<file path="config.mk">
export PLATFORM = sky130hd
export DESIGN_NAME = int_clk_div_flat
export DESIGN_NICKNAME = d
export VERILOG_FILES = /design/src/rtl/int_clk_div_if.sv /design/src/rtl/int_clk_div.sv /design/src/flat_wrapper.sv
export SDC_FILE = /design/constraint.sdc
export NUM_CORES = 1
export LEC_CHECK = 0
export ABC_AREA = 0
export CORE_MARGIN = 8
export CORE_UTILIZATION = 55
export CTS_CLUSTER_DIAMETER = 40
export DETAILED_ROUTE_END_ITERATION = 16
export GPL_ROUTABILITY_DRIVEN = 0
export GPL_TIMING_DRIVEN = 0
export HOLD_SLACK_MARGIN = 0.15
export PLACE_DENSITY = 0.76
export SETUP_SLACK_MARGIN = 0.5
export SLEW_MARGIN = 30
export SYNTH_ARGS = -nofsm -noshare
export SYNTH_HDL_FRONTEND = slang
export SYNTH_SLANG_ARGS = --single-unit
</file>
<file path="constraint.sdc">
create_clock -name i_ref_clk -period 2.7 [get_ports i_ref_clk]
set_input_delay 0.54 -clock i_ref_clk [delete_from_list [all_inputs] [get_ports i_ref_clk]]
set_output_delay 0.54 -clock i_ref_clk [all_outputs]
set_load 0.1 [all_outputs]
</file>
<file path="src/rtl/int_clk_div_if.sv">
// -----------------------------------------------------------------------------
// int_clk_div_if
// Groups the control and output signals of the integer clock divider.
//   i_clk_en     divider enable (0 = bypass once the current period ends)
//   i_div_ratio  requested divide ratio N (0/1 = bypass)
//   o_div_clk    divided clock (reference clock while bypassed)
// master : the controlling side (drives enable/ratio, observes the clock)
// slave  : the divider itself
// -----------------------------------------------------------------------------
interface int_clk_div_if #(
    parameter int RATIO_WD = 8
);
    logic                i_clk_en;
    logic [RATIO_WD-1:0] i_div_ratio;
    logic                o_div_clk;

    modport master (
        output i_clk_en,
        output i_div_ratio,
        input  o_div_clk
    );

    modport slave (
        input  i_clk_en,
        input  i_div_ratio,
        output o_div_clk
    );
endinterface

</file>
<file path="src/rtl/int_clk_div.sv">
// -----------------------------------------------------------------------------
// int_clk_div
// Integer clock divider for the RX/oversampling domain. Produces a clock with
// period N reference cycles (low phase L = N - floor(N/2), high phase
// H = floor(N/2)), passes the reference clock straight through for N < 2 or
// when disabled, and only adopts a new ratio or enable at a period boundary so
// the output never shows a truncated period.
// Ports:
//   i_ref_clk  reference clock, all state updates on its rising edge
//   i_rst_n    asynchronous active-low reset
//   bus        int_clk_div_if.slave: i_clk_en, i_div_ratio in; o_div_clk out
// -----------------------------------------------------------------------------
module int_clk_div #(
    parameter int RATIO_WD = 8
) (
    input  logic         i_ref_clk,
    input  logic         i_rst_n,
    int_clk_div_if.slave bus
);

    typedef enum logic {
        ST_BYPASS = 1'b0,
        ST_RUN    = 1'b1
    } state_t;

    state_t              state_q, state_d;
    logic [RATIO_WD-1:0] act_ratio_q, act_ratio_d;
    logic [RATIO_WD-1:0] cnt_q, cnt_d;
    logic                div_q, div_d;

    logic [RATIO_WD-1:0] half_h_s;
    logic [RATIO_WD-1:0] half_l_s;
    logic                ratio_ok_s;

    // Phase lengths from the latched ratio; the low phase takes the extra cycle
    // of an odd ratio. In RUN the latched ratio is always >= 2, so H - 1 and
    // L - 1 never underflow.
    assign half_h_s   = act_ratio_q >> 1;
    assign half_l_s   = act_ratio_q - half_h_s;
    assign ratio_ok_s = (bus.i_div_ratio >= RATIO_WD'(2));

    // Next-state, counter and divided-clock decode.
    always_comb begin
        state_d     = state_q;
        act_ratio_d = act_ratio_q;
        cnt_d       = cnt_q;
        div_d       = div_q;
        case (state_q)
            ST_BYPASS: begin
                act_ratio_d = bus.i_div_ratio;
                cnt_d       = {RATIO_WD{1'b0}};
                div_d       = 1'b0;
                if (bus.i_clk_en && ratio_ok_s) begin
                    state_d = ST_RUN;
                end else begin
                    state_d = ST_BYPASS;
                end
            end
            ST_RUN: begin
                if (!div_q) begin
                    if (cnt_q == (half_l_s - RATIO_WD'(1))) begin
                        div_d = 1'b1;
                        cnt_d = {RATIO_WD{1'b0}};
                    end else begin
                        cnt_d = cnt_q + RATIO_WD'(1);
                    end
                end else begin
                    if (cnt_q == (half_h_s - RATIO_WD'(1))) begin
                        // Period boundary: the only point where ratio and
                        // enable are sampled while running.
                        div_d       = 1'b0;
                        cnt_d       = {RATIO_WD{1'b0}};
                        act_ratio_d = bus.i_div_ratio;
                        if (bus.i_clk_en && ratio_ok_s) begin
                            state_d = ST_RUN;
                        end else begin
                            state_d = ST_BYPASS;
                        end
                    end else begin
                        cnt_d = cnt_q + RATIO_WD'(1);
                    end
                end
            end
            default: begin
                state_d     = ST_BYPASS;
                act_ratio_d = RATIO_WD'(1);
                cnt_d       = {RATIO_WD{1'b0}};
                div_d       = 1'b0;
            end
        endcase
    end

    // State, latched ratio, phase counter and divided-clock registers.
    always_ff @(posedge i_ref_clk or negedge i_rst_n) begin
        if (!i_rst_n) begin
            state_q     <= ST_BYPASS;
            act_ratio_q <= RATIO_WD'(1);
            cnt_q       <= {RATIO_WD{1'b0}};
            div_q       <= 1'b0;
        end else begin
            state_q     <= state_d;
            act_ratio_q <= act_ratio_d;
            cnt_q       <= cnt_d;
            div_q       <= div_d;
        end
    end

    // In bypass (and throughout reset, since reset forces BYPASS) the reference
    // clock is passed through; the mux only switches on a rising edge.
    assign bus.o_div_clk = (state_q == ST_RUN) ? div_q : i_ref_clk;

endmodule
</file>
<file path="src/flat_wrapper.sv">
// flat-port wrapper written by rule: the top's interface ports become plain ports
module int_clk_div_flat 
#(
    parameter int RATIO_WD = 8
)
  (i_ref_clk, i_rst_n, bus_i_clk_en, bus_i_div_ratio, bus_o_div_clk);
  int_clk_div_if #(.RATIO_WD(RATIO_WD)) bus_i ();
  input  logic i_ref_clk;
  input  logic i_rst_n;
  input wire logic [$bits(bus_i.i_clk_en)-1:0] bus_i_clk_en;
  input wire logic [$bits(bus_i.i_div_ratio)-1:0] bus_i_div_ratio;
  output wire logic [$bits(bus_i.o_div_clk)-1:0] bus_o_div_clk;
  assign bus_i.i_clk_en = bus_i_clk_en;
  assign bus_i.i_div_ratio = bus_i_div_ratio;
  assign bus_o_div_clk = bus_i.o_div_clk;
  int_clk_div #(.RATIO_WD(RATIO_WD)) u_core (.i_ref_clk(i_ref_clk), .i_rst_n(i_rst_n), .bus(bus_i));
endmodule
</file>
### Yosys cells after proc, flatten, opt, wreduce, memory -nomap -nowiden

Index checks and enable logic that the tools add are counted.

* magnitude comparators: 1
* equal/unequal tests: 4
* bitwise logic cells: 1
* muxes and demuxes: 16
* add/subtract/negate cells: 4
* reductions and logical operators: 2

Operators by type and width (count)
* 8-bit 2-to-1 mux: 5
* 8-bit case mux with 2 select lines: 2
* 8-bit equality test: 2
* 8-bit by 1-bit adder with 8-bit output, second input constant: 1
* 8-bit by 2-bit greater-or-equal comparator with 1-bit output, second input constant: 1
* 7-bit by 1-bit subtractor with 8-bit output, second input constant: 1
* 8-bit by 1-bit subtractor with 8-bit output, second input constant: 1
* 8-bit by 7-bit subtractor with 8-bit output: 1
* 1-bit 2-to-1 mux: 7
* 2-bit != test, second input constant: 2
* 1-bit case mux with 2 select lines: 2
* 2-bit AND reduction: 1
* 1-bit logical AND: 1
* 1-bit inverter: 1

* bits in registers: 18

### Longest topological paths before layout

* word-level depth: 6
* depth in mapped cells: 10

==> metrics.yaml <==
finish:
  multi_input_area_sq_um: 1230
  final_area_sq_um: 2160
  final_nets: 220
  layout-drive-gt1-share: 0.420
  fillers: 136
  final_common_cell: "xnor2_1"
  num_antenna_cells: 0
  syn_to_final_growth_pct: 38.7
  seq_area_sq_um: 453
  layout_common_cells: "xnor2_1 (19), dfrtp_1 (16), ha_1 (13)"
  fin_util: 0.789
detailed_routing:
  wirelength_um: 5170
  avgRoutedWirePerCell_um: 23.6
  vias: 1373
  drc: 0
  first_pass_iters: 4
  drt_iter0_drc: 159
  viasPerCell: 6.27
  drtAntennaViolNets: 0
timing:
  holdWs_ns: 0.549
  hold_viol_final: 0
  slew_headroom: 0.474
  slew_viol_final: 0
  worst_slack_ns: 0.152
  finalSetupViolations: 0
  tightestPinTransition_ns: 0.786
  finClkSkew_ns: 0.0273
  rsz0062_at_grt: "yes"
worst_setup_path:
  end_kind: "output pin"
  path_max_fanout: 2
  rr_endpoint: "u_core.act_ratio_q[6]"
  crit_end: "bus_o_div_clk"
  critPathBufInv: 3
  worstPathArrival_ns: 2.01
  critPathRequiredTime_ns: 2.16
  timing.rr.start: "u_core.act_ratio_q[2]"
  path_class: "clk2out"
  crit_chain: "buf_8 > buf_8 > mux2_4 > buf_12"
  crit_path_frequent_cell: "buf_8"
  cpPeakStageDelay_ns: 0.28
  cpMaxStageDelayCell: "mux2_4"
  cp.depth: 4
  path_delay_family: "buffers and inverters"
  startpoint: "i_ref_clk"
  rrSetupSlack_ns: 0.31
  worstSetupStartpointType: "clock port"
  reg2reg_depth: 8
synthesis:
  syn-instance-count: 153
  syn_avg_cell_area_sq_um: 10.2
  synth_ff_type: "dfrtp_1"
  synth_edf_count: 0
  syn_nets: 184
  synth_async_sr_flop_share: 1.00
  netlist_area_sq_um: 1560
  yosysUniqueCellTypes: 42
  yosysWarnings: 0
  ys_seq_area_frac: 0.290
  ys_seq_elements: 18
cts:
  clkTransAtPathRegs_ns: 0.13
  clk_latency_ns: 0.43
  cts_tree: "built"
placed_design:
  hpwl_um: 2510
  place_worst_setup_slack_ns: -0.393
  dpl_cell_area_sq_um: 1710
  portBuffers: 11
hold_path:
  hp-class: "in2async"
grt:
  grt_max_degree: 19
  grt_antenna_before_repair: 0
  grt_pass1_vias: 1419
  grt_pass1_wl_um: 6960
  grt_overflow: 0
  groute.usage.overall: 0.180
floorplan:
  fp.dieH_um: 69.2
  rows: 19
  ios: 12
  die_w_um: 69.2
  start_util: 0.569
  core_sq_um: 2730
  die_area_sq_um: 4790
pwr:
  finalPower_mw: 0.588
  power.leakage_nw: 0.877
  power_density_nw_per_um2: 273
  ir_worst_vdd_mv: 0.442
outcome:
  outcome: "finished, final reports clean"
flow_run:
  cap_violations: 0
## per-layer routing
| metal | wire [um] | vias to the layer above | track usage |
|---|---|---|---|
| met1 | 2110 | 682 | 0.207 |
| met4 | 139 | 0 | 0.107 |
| li1 | - | 600 | - |
| met3 | 355 | 14 | 0.0486 |
| met5 | 0 | - | 0 |
| met2 | 2560 | 77 | 0.291 |
## synthesized netlist by cell type, types with 2 or more instances
library cell,instances,area share
dfrtp_1,17,0.27
a21oi_1,5,0.016
nor3_1,4,0.013
nor2b_1,4,0.016
nand2_1,3,0.0072
buf_6,2,0.014
a211oi_1,8,0.039
nor2_1,3,0.0072
xnor2_1,20,0.11
ha_1,19,0.15
nand2b_1,2,0.0080
mux2_2,9,0.065
and3_1,3,0.012
nand3_1,3,0.0096
inv_1,14,0.034
clkbuf_2,2,0.0064
xor2_1,7,0.039
o21ai_0,3,0.0096
or3_1,2,0.0080
## power breakdown
part / internal (mW) / total, mW / switching (mW) / leakage (nW)
Combinational: 0.0135 / 0.0226 / 0.00914 / 0.592
Clock: 0.177 / 0.296 / 0.119 / 0.0582
Sequential: 0.270 / 0.270 / 0 / 0.227
## how the worst min path moves through the flow
| stage | start | end | slack [ns] |
|---|---|---|---|
| after global routing | i_rst_n | u_core.cnt_q[3] | 0.63 |
| final | i_rst_n | u_core.cnt_q[3] | 0.55 |
| after floorplan | i_rst_n | u_core.act_ratio_q[1] | 0.24 |
| after CTS | u_core.cnt_q[0] | u_core.cnt_q[0] | 0.57 |
| after detailed placement | u_core.act_ratio_q[2] | u_core.act_ratio_q[2] | 0.56 |
| after global placement | u_core.act_ratio_q[2] | u_core.act_ratio_q[2] | 0.54 |
## kinds of logic after synthesis
group	Yosys count	synth area share
buffers and inverters	18	0.0547
multiplexers	9	0.0651
flip-flops	18	0.290
AND/OR/NAND/NOR	32	0.123
XOR/XNOR	28	0.162
AO/OA/AOI/OAI	28	0.139
adder cells (fa/ha/maj)	20	0.166
## area by class of cell
type / instances / share of cell area
multi-input cells: 118 / 0.572
flip-flops and latches: 18 / 0.210
repair buffers: 26 / 0.113
clock buffers: 8 / 0.0435
inverters: 14 / 0.0267
well taps: 31 / 0.0180
plain buffers: 4 / 0.0168
## timing repair
item | CTS | global route
pin swaps | 14 | 12
gates cloned | 3 | 0
setup endpoints to repair | 19 | 19
buffers inserted | 9 | 5
hold buffers | 0 | 0
resized for setup | 37 | 30
## state kept, by name, indices dropped and copies added, names as in the netlist
name	count
u_core.cnt_q	8
u_core.act_ratio_q	8
u_core.div_q	1
u_core.state_q	1
## per-stage QoR
step,cells,TNS [ns]
after global placement,195,-0.393
after detailed placement,195,-0.393
after CTS,214,0
after global routing,219,0
after floorplan,153,0
final,219,0
No activity file was read; power rests on OpenSTA's default activity.
==> RTL edit 1, RTL diff (same flow settings) <==
`RATIO_WD` is set to 8 in 3 places; all go to 7.
--- a/src/rtl/int_clk_div_if.sv
+++ b/src/rtl/int_clk_div_if.sv
@@ -10,3 +10,3 @@
 interface int_clk_div_if #(
-    parameter int RATIO_WD = 8
+    parameter int RATIO_WD = 7
 );
--- a/src/rtl/int_clk_div.sv
+++ b/src/rtl/int_clk_div.sv
@@ -13,3 +13,3 @@
 module int_clk_div #(
-    parameter int RATIO_WD = 8
+    parameter int RATIO_WD = 7
 ) (
--- a/src/flat_wrapper.sv
+++ b/src/flat_wrapper.sv
@@ -3,3 +3,3 @@
 #(
-    parameter int RATIO_WD = 8
+    parameter int RATIO_WD = 7
 )
Interface: changed (resized bus_i_div_ratio); port bits go from 12 to 11. The function was not compared with the original's and may differ.
==> RTL edit 1 against the original RTL <==
  * Clock skew is 0.018 ns lower
  * Setup slack worse by 0.0014 ns
  * Sequential cell count is 2 lower
  * Synthesized area is 14% lower
  * Hold slack worse by 0.015 ns
  * Design area is 7.9% lower
  * Register-to-register slack worse by 0.13 ns
  * Die area is 11% lower
  * Routed wire length is 13% lower
  * Total power is 4.3% lower
  * Critical path type unchanged
  * Via count is 13% lower
==> RTL edit 1: results (changes against the original RTL) <==
Cells and area
  • Area of the multi-input gates: 0.00107 mm2 (was 0.00123 mm2)
  • Largest registers: u_core.act_ratio_q (7), u_core.cnt_q (7) (was u_core.act_ratio_q (8), u_core.cnt_q (8))
  • Nonclk buf count: 34 (was 30)
  • Layout cells sized above 1: 0.456 (was 0.420)
  • Non-clk buf share: 0.173 (was 0.130)
  • Inverters: 9 (was 14)
  • Fin cells: 199 (was 219)
  • Seq area share: 0.204 (was 0.210)

Global routing
  • First-pass GRT wire length: 6070 um (was 6960 um)
  • Tot GR Track Use: 0.189 (was 0.180)
  • Pin count of the biggest net entering global routing: 17 (was 19)

Timing
  • Worst-Margin Slew: 0.749 ns (was 0.786 ns)
  • Worst hold slack: 0.534 ns (was 0.549 ns)
  • Final Worst Setup Slack: 0.151 ns (was 0.152 ns)
  • Post-Route Skew: 0.00964 ns (was 0.0273 ns)

Placed design
  • Post-DP HPWL: 2060 um (was 2510 um)
  • I/O Buffers: 10 (was 11)
  • Cell Area, Placed: 0.00148 mm2 (was 0.00171 mm2)
  • Placed insts: 171 (was 195)
  • DP Worst Slack: -0.393 ns (about the same)

Detailed routing
  • DR WL/cell: 22.6 um (was 23.6 um)
  • Via count: 1192 (was 1373)
  • Starting DRC count in detailed routing: 72 (was 159)

Power
  • Leak pwr: 0.830 nW (was 0.877 nW)
  • Peak VDD IR: 0.352 mV (was 0.442 mV)

Synthesis
  • Register area share after synthesis: 0.302 (was 0.290)
  • Cells after synthesis: 131 (was 153)
  • Most frequent cells after synthesis: ha_1 (16), dfrtp_1 (15), xnor2_1 (15), xor2_1 (11) (was xnor2_1 (20), ha_1 (19), dfrtp_1 (17), inv_1 (14), mux2_2 (9))
  • Top cells by area, synth: dfrtp_1 (28%), ha_1 (15%), xnor2_1 (9.9%), xor2_1 (7.2%), mux2_2 (5.9%) (was dfrtp_1 (27%), ha_1 (15%), xnor2_1 (11%), mux2_2 (6.5%), xor2_1 (3.9%))
  • Syn nets: 158 (was 184)
  • Syn avg cell area: 10.2 um2 (about the same)
  • #FFs+latches synth: 16 (was 18)

Setup path
  • Crit-path max FO: 2 (unchanged)

Run status
  • Status: finished clean (unchanged)
RTL edit 1: cell count changes in the layout (fill, tap and decap cells not counted), sizes merged, moves of 3 or more:
cell,before,now
inv,14,9
o21ai,6,3
xor2,8,11
a21oi,5,2
xnor2,20,15
ha,19,16
nor3,5,9
a211oi,8,3
buf,21,27
RTL edit 1: worst max-delay path, stage by stage:
cell	delay (ns)
buf_8	0.10
buf_8	0.11
mux2_4	0.28
buf_12	0.17
RTL edit 1: metal layers:
layer | part of all wire | global-route usage | up-vias
met2 | 0.47 | 0.320 | 64
met1 | 0.40 | 0.205 | 576
met5 | 0 | 0 | -
met4 | 0.053 | 0.120 | 0
met3 | 0.075 | 0.0510 | 26
li1 | - | - | 526
RTL edit 1: what timing repair did:
| item | in CTS | in global routing |
|---|---|---|
| hold endpoints to repair | 0 | 0 |
| resized for setup | 44 | 23 |
| gates cloned | 1 | 0 |
| pin swaps | 15 | 11 |
| setup buffers | 14 | 6 |
| endpoints found under the setup margin | 17 | 17 |
RTL edit 1: kinds of logic (layout without fill, tap and decap cells):
| logic type | Yosys count | count (layout) | share of synthesized area |
|---|---|---|---|
| and+or+nand+nor | 35 | 35 | 0.142 |
| muxes | 10 | 10 | 0.0855 |
| AOI/OAI and AO/OA | 14 | 14 | 0.0865 |
| buffers and inverters | 13 | 51 | 0.0479 |
| DFF | 16 | 16 | 0.302 |
| xor gates and xnor gates | 26 | 26 | 0.171 |
| adders and majority gates | 17 | 17 | 0.165 |
RTL edit 1: power breakdown:
group | internal, mW | switching (mW)
sequential | 0.240 | 0
combinational | 0.0121 | 0.00850
clock | 0.178 | 0.125
total | 0.430 | 0.133
==> RTL edit 2, RTL diff (same flow settings) <==
Made on the original files. Make the reset (`i_rst_n`) synchronous in one clocked block. Comments in the files are not updated.
--- a/src/rtl/int_clk_div.sv
+++ b/src/rtl/int_clk_div.sv
@@ -93,3 +93,3 @@
     // State, latched ratio, phase counter and divided-clock registers.
-    always_ff @(posedge i_ref_clk or negedge i_rst_n) begin
+    always_ff @(posedge i_ref_clk) begin
         if (!i_rst_n) begin
Check against the original RTL: differs if i_rst_n is asserted again (counterexample within 4 cycles, from zero or initial values and one cycle with i_rst_n low); with i_rst_n held inactive, the same outputs for 10 cycles.
==> RTL edit 2 against the original RTL <==
  * Count of clock-buffer cells in the layout stayed put
  * Synthesized cell count up 14%
  * Setup slack improved by 0.0050 ns
  * Design area increased by 3.9%
  * Routed wire length down 1.5%
  * Synthesized area shrank 1.8%
  * Cell count up 12%
  * Sequential cell count stayed put
  * Highest routed layer unchanged
Power is not compared: it rests on default switching activity, and its combinational part moved more than twofold at a synthesized area within 25%.
==> RTL edit 2: results (changes against the original RTL) <==
Synthesis
  • Register area share after synthesis: 0.236 (was 0.290)
  • Top cells by area, synth: dfxtp_1 (24%), ha_1 (16%), xnor2_1 (9.2%), xor2_1 (5.7%), nand3_1 (4.3%) (was dfrtp_1 (27%), ha_1 (15%), xnor2_1 (11%), mux2_2 (6.5%), xor2_1 (3.9%))
  • Async SR Flop Fraction: 0 (was 1.00)
  • Distinct cell type count after synthesis: 43 (was 42)
  • Syn nets: 205 (was 184)
  • Most frequent cells after synthesis: ha_1 (19), dfxtp_1 (18), inv_1 (16), xnor2_1 (16), nand3_1 (13) (was xnor2_1 (20), ha_1 (19), dfrtp_1 (17), inv_1 (14), mux2_2 (9))
  • Ys flop type: dfxtp_1 (was dfrtp_1)
  • Synth Warn #: 0 (unchanged)

Cells and area
  • Layout cells sized above 1: 0.430 (was 0.420)
  • Filler instances: 132 (was 136)
  • Largest registers: u_core.act_ratio_q (8), u_core.cnt_q (8) (unchanged)
  • # nets final: 246 (was 220)
  • N_diodes: 0 (unchanged)

Setup path
  • Crit-path max FO: 2 (unchanged)
  • CP max-delay cell: mux2_4 (unchanged)
  • CP peak stage delay: 0.28 ns (about the same)
  • Arrival time worst endpoint: 2.00 ns
  • Crit path max-delay family: buffers and inverters (unchanged)

Global routing
  • Initial antenna violation count: 0 (unchanged)
  • Pin count of the biggest net entering global routing: 11 (was 19)
  • Tot GR Track Use: 0.200 (was 0.180)
  • First-pass GRT wire length: 6870 um (was 6960 um)
  • Vias in the first global route: 1502 (was 1419)

Detailed routing
  • Total wire length: 5090 um (was 5170 um)
  • Via count: 1560 (was 1373)
  • Router iterations before antenna repair: 6 (was 4)
  • Starting DRC count in detailed routing: 125 (was 159)

Placed design
  • Post-DP HPWL: 2760 um (was 2510 um)
  • I/O Buffers: 10 (was 11)

Clock tree
  • Clock slew at reported path FFs: 0.11 ns (was 0.13 ns)
  • Latest clock arrival within the worst-skew pair: 0.43 ns (about the same)

Power
  • Leak pwr: 0.893 nW
  • Peak VDD IR: 0.682 mV

Run status
  • Status: finished clean (unchanged)

Timing
  • Post-Route Skew: 0.00263 ns (was 0.0273 ns)
  • Slew HR: 0.657 (was 0.474)

Worst hold path
  • Min-delay worst type: input port to flop (was input port to async pin)
[RTL edit 2: path summary, 6_finish.rpt]
path	from	end	slack, ns	cells past startpoint
setup / recovery	i_ref_clk	bus_o_div_clk	0.16	4
hold reg to reg	u_core.act_ratio_q[2]	u_core.act_ratio_q[2]	0.58	2
hold / removal	i_rst_n	u_core.act_ratio_q[0]	0.50	2
setup reg to reg	u_core.act_ratio_q[1]	u_core.cnt_q[0]	0.23	11
[RTL edit 2: what timing repair did]
item | 4_1_cts | 5_1_grt
gates cloned | 0 | 1
endpoints found under the setup margin | 19 | 18
gates resized for setup | 42 | 35
setup buffers | 10 | 12
pin swaps | 14 | 17
[RTL edit 2: where the power goes]
group	switching [mW]	internal, mW
clock network	0.221	0.233
logic	0.217	0.194
registers	0.0151	0.277
total	0.453	0.704
[RTL edit 2: final cells by class]
cell class,instances,share of cell area
Inverter,17,0.0307
Sequential cell,18,0.165
Multi-Input combinational cell,132,0.593
Tap cell,31,0.0173
Timing Repair Buffer,32,0.131
Buffer,7,0.0218
Clock buffer,8,0.0418
[RTL edit 2: metal layers]
layer / track usage / wire length (um) / vias to the layer above
li1: - / - / 695
met3: 0.0549 / 331 / 46
met2: 0.341 / 2340 / 93
met4: 0.153 / 425 / 0
met5: 0 / 0 / -
met1: 0.204 / 1990 / 726
[RTL edit 2: stage by stage]
stage               cell area [um2]  instances  utilization  setup slack (ns)
floorplan                      1580        174            -             0.310
global placement               1710        215        0.633            -0.393
detailed placement             1710        215        0.633            -0.393
CTS                            2000        232        0.738             0.136
global route                   2240        245        0.828             0.139
finish                         2240        245        0.828             0.157
[RTL edit 2: logic make-up after synthesis]
kind of cell | after synthesis | share of synthesized area
and+or+nand+nor | 53 | 0.194
AOI/OAI and AO/OA | 31 | 0.172
xor gates and xnor gates | 26 | 0.149
buffers and inverters | 24 | 0.0671
adders and majority gates | 20 | 0.169
DFF | 18 | 0.236
muxes | 2 | 0.0139
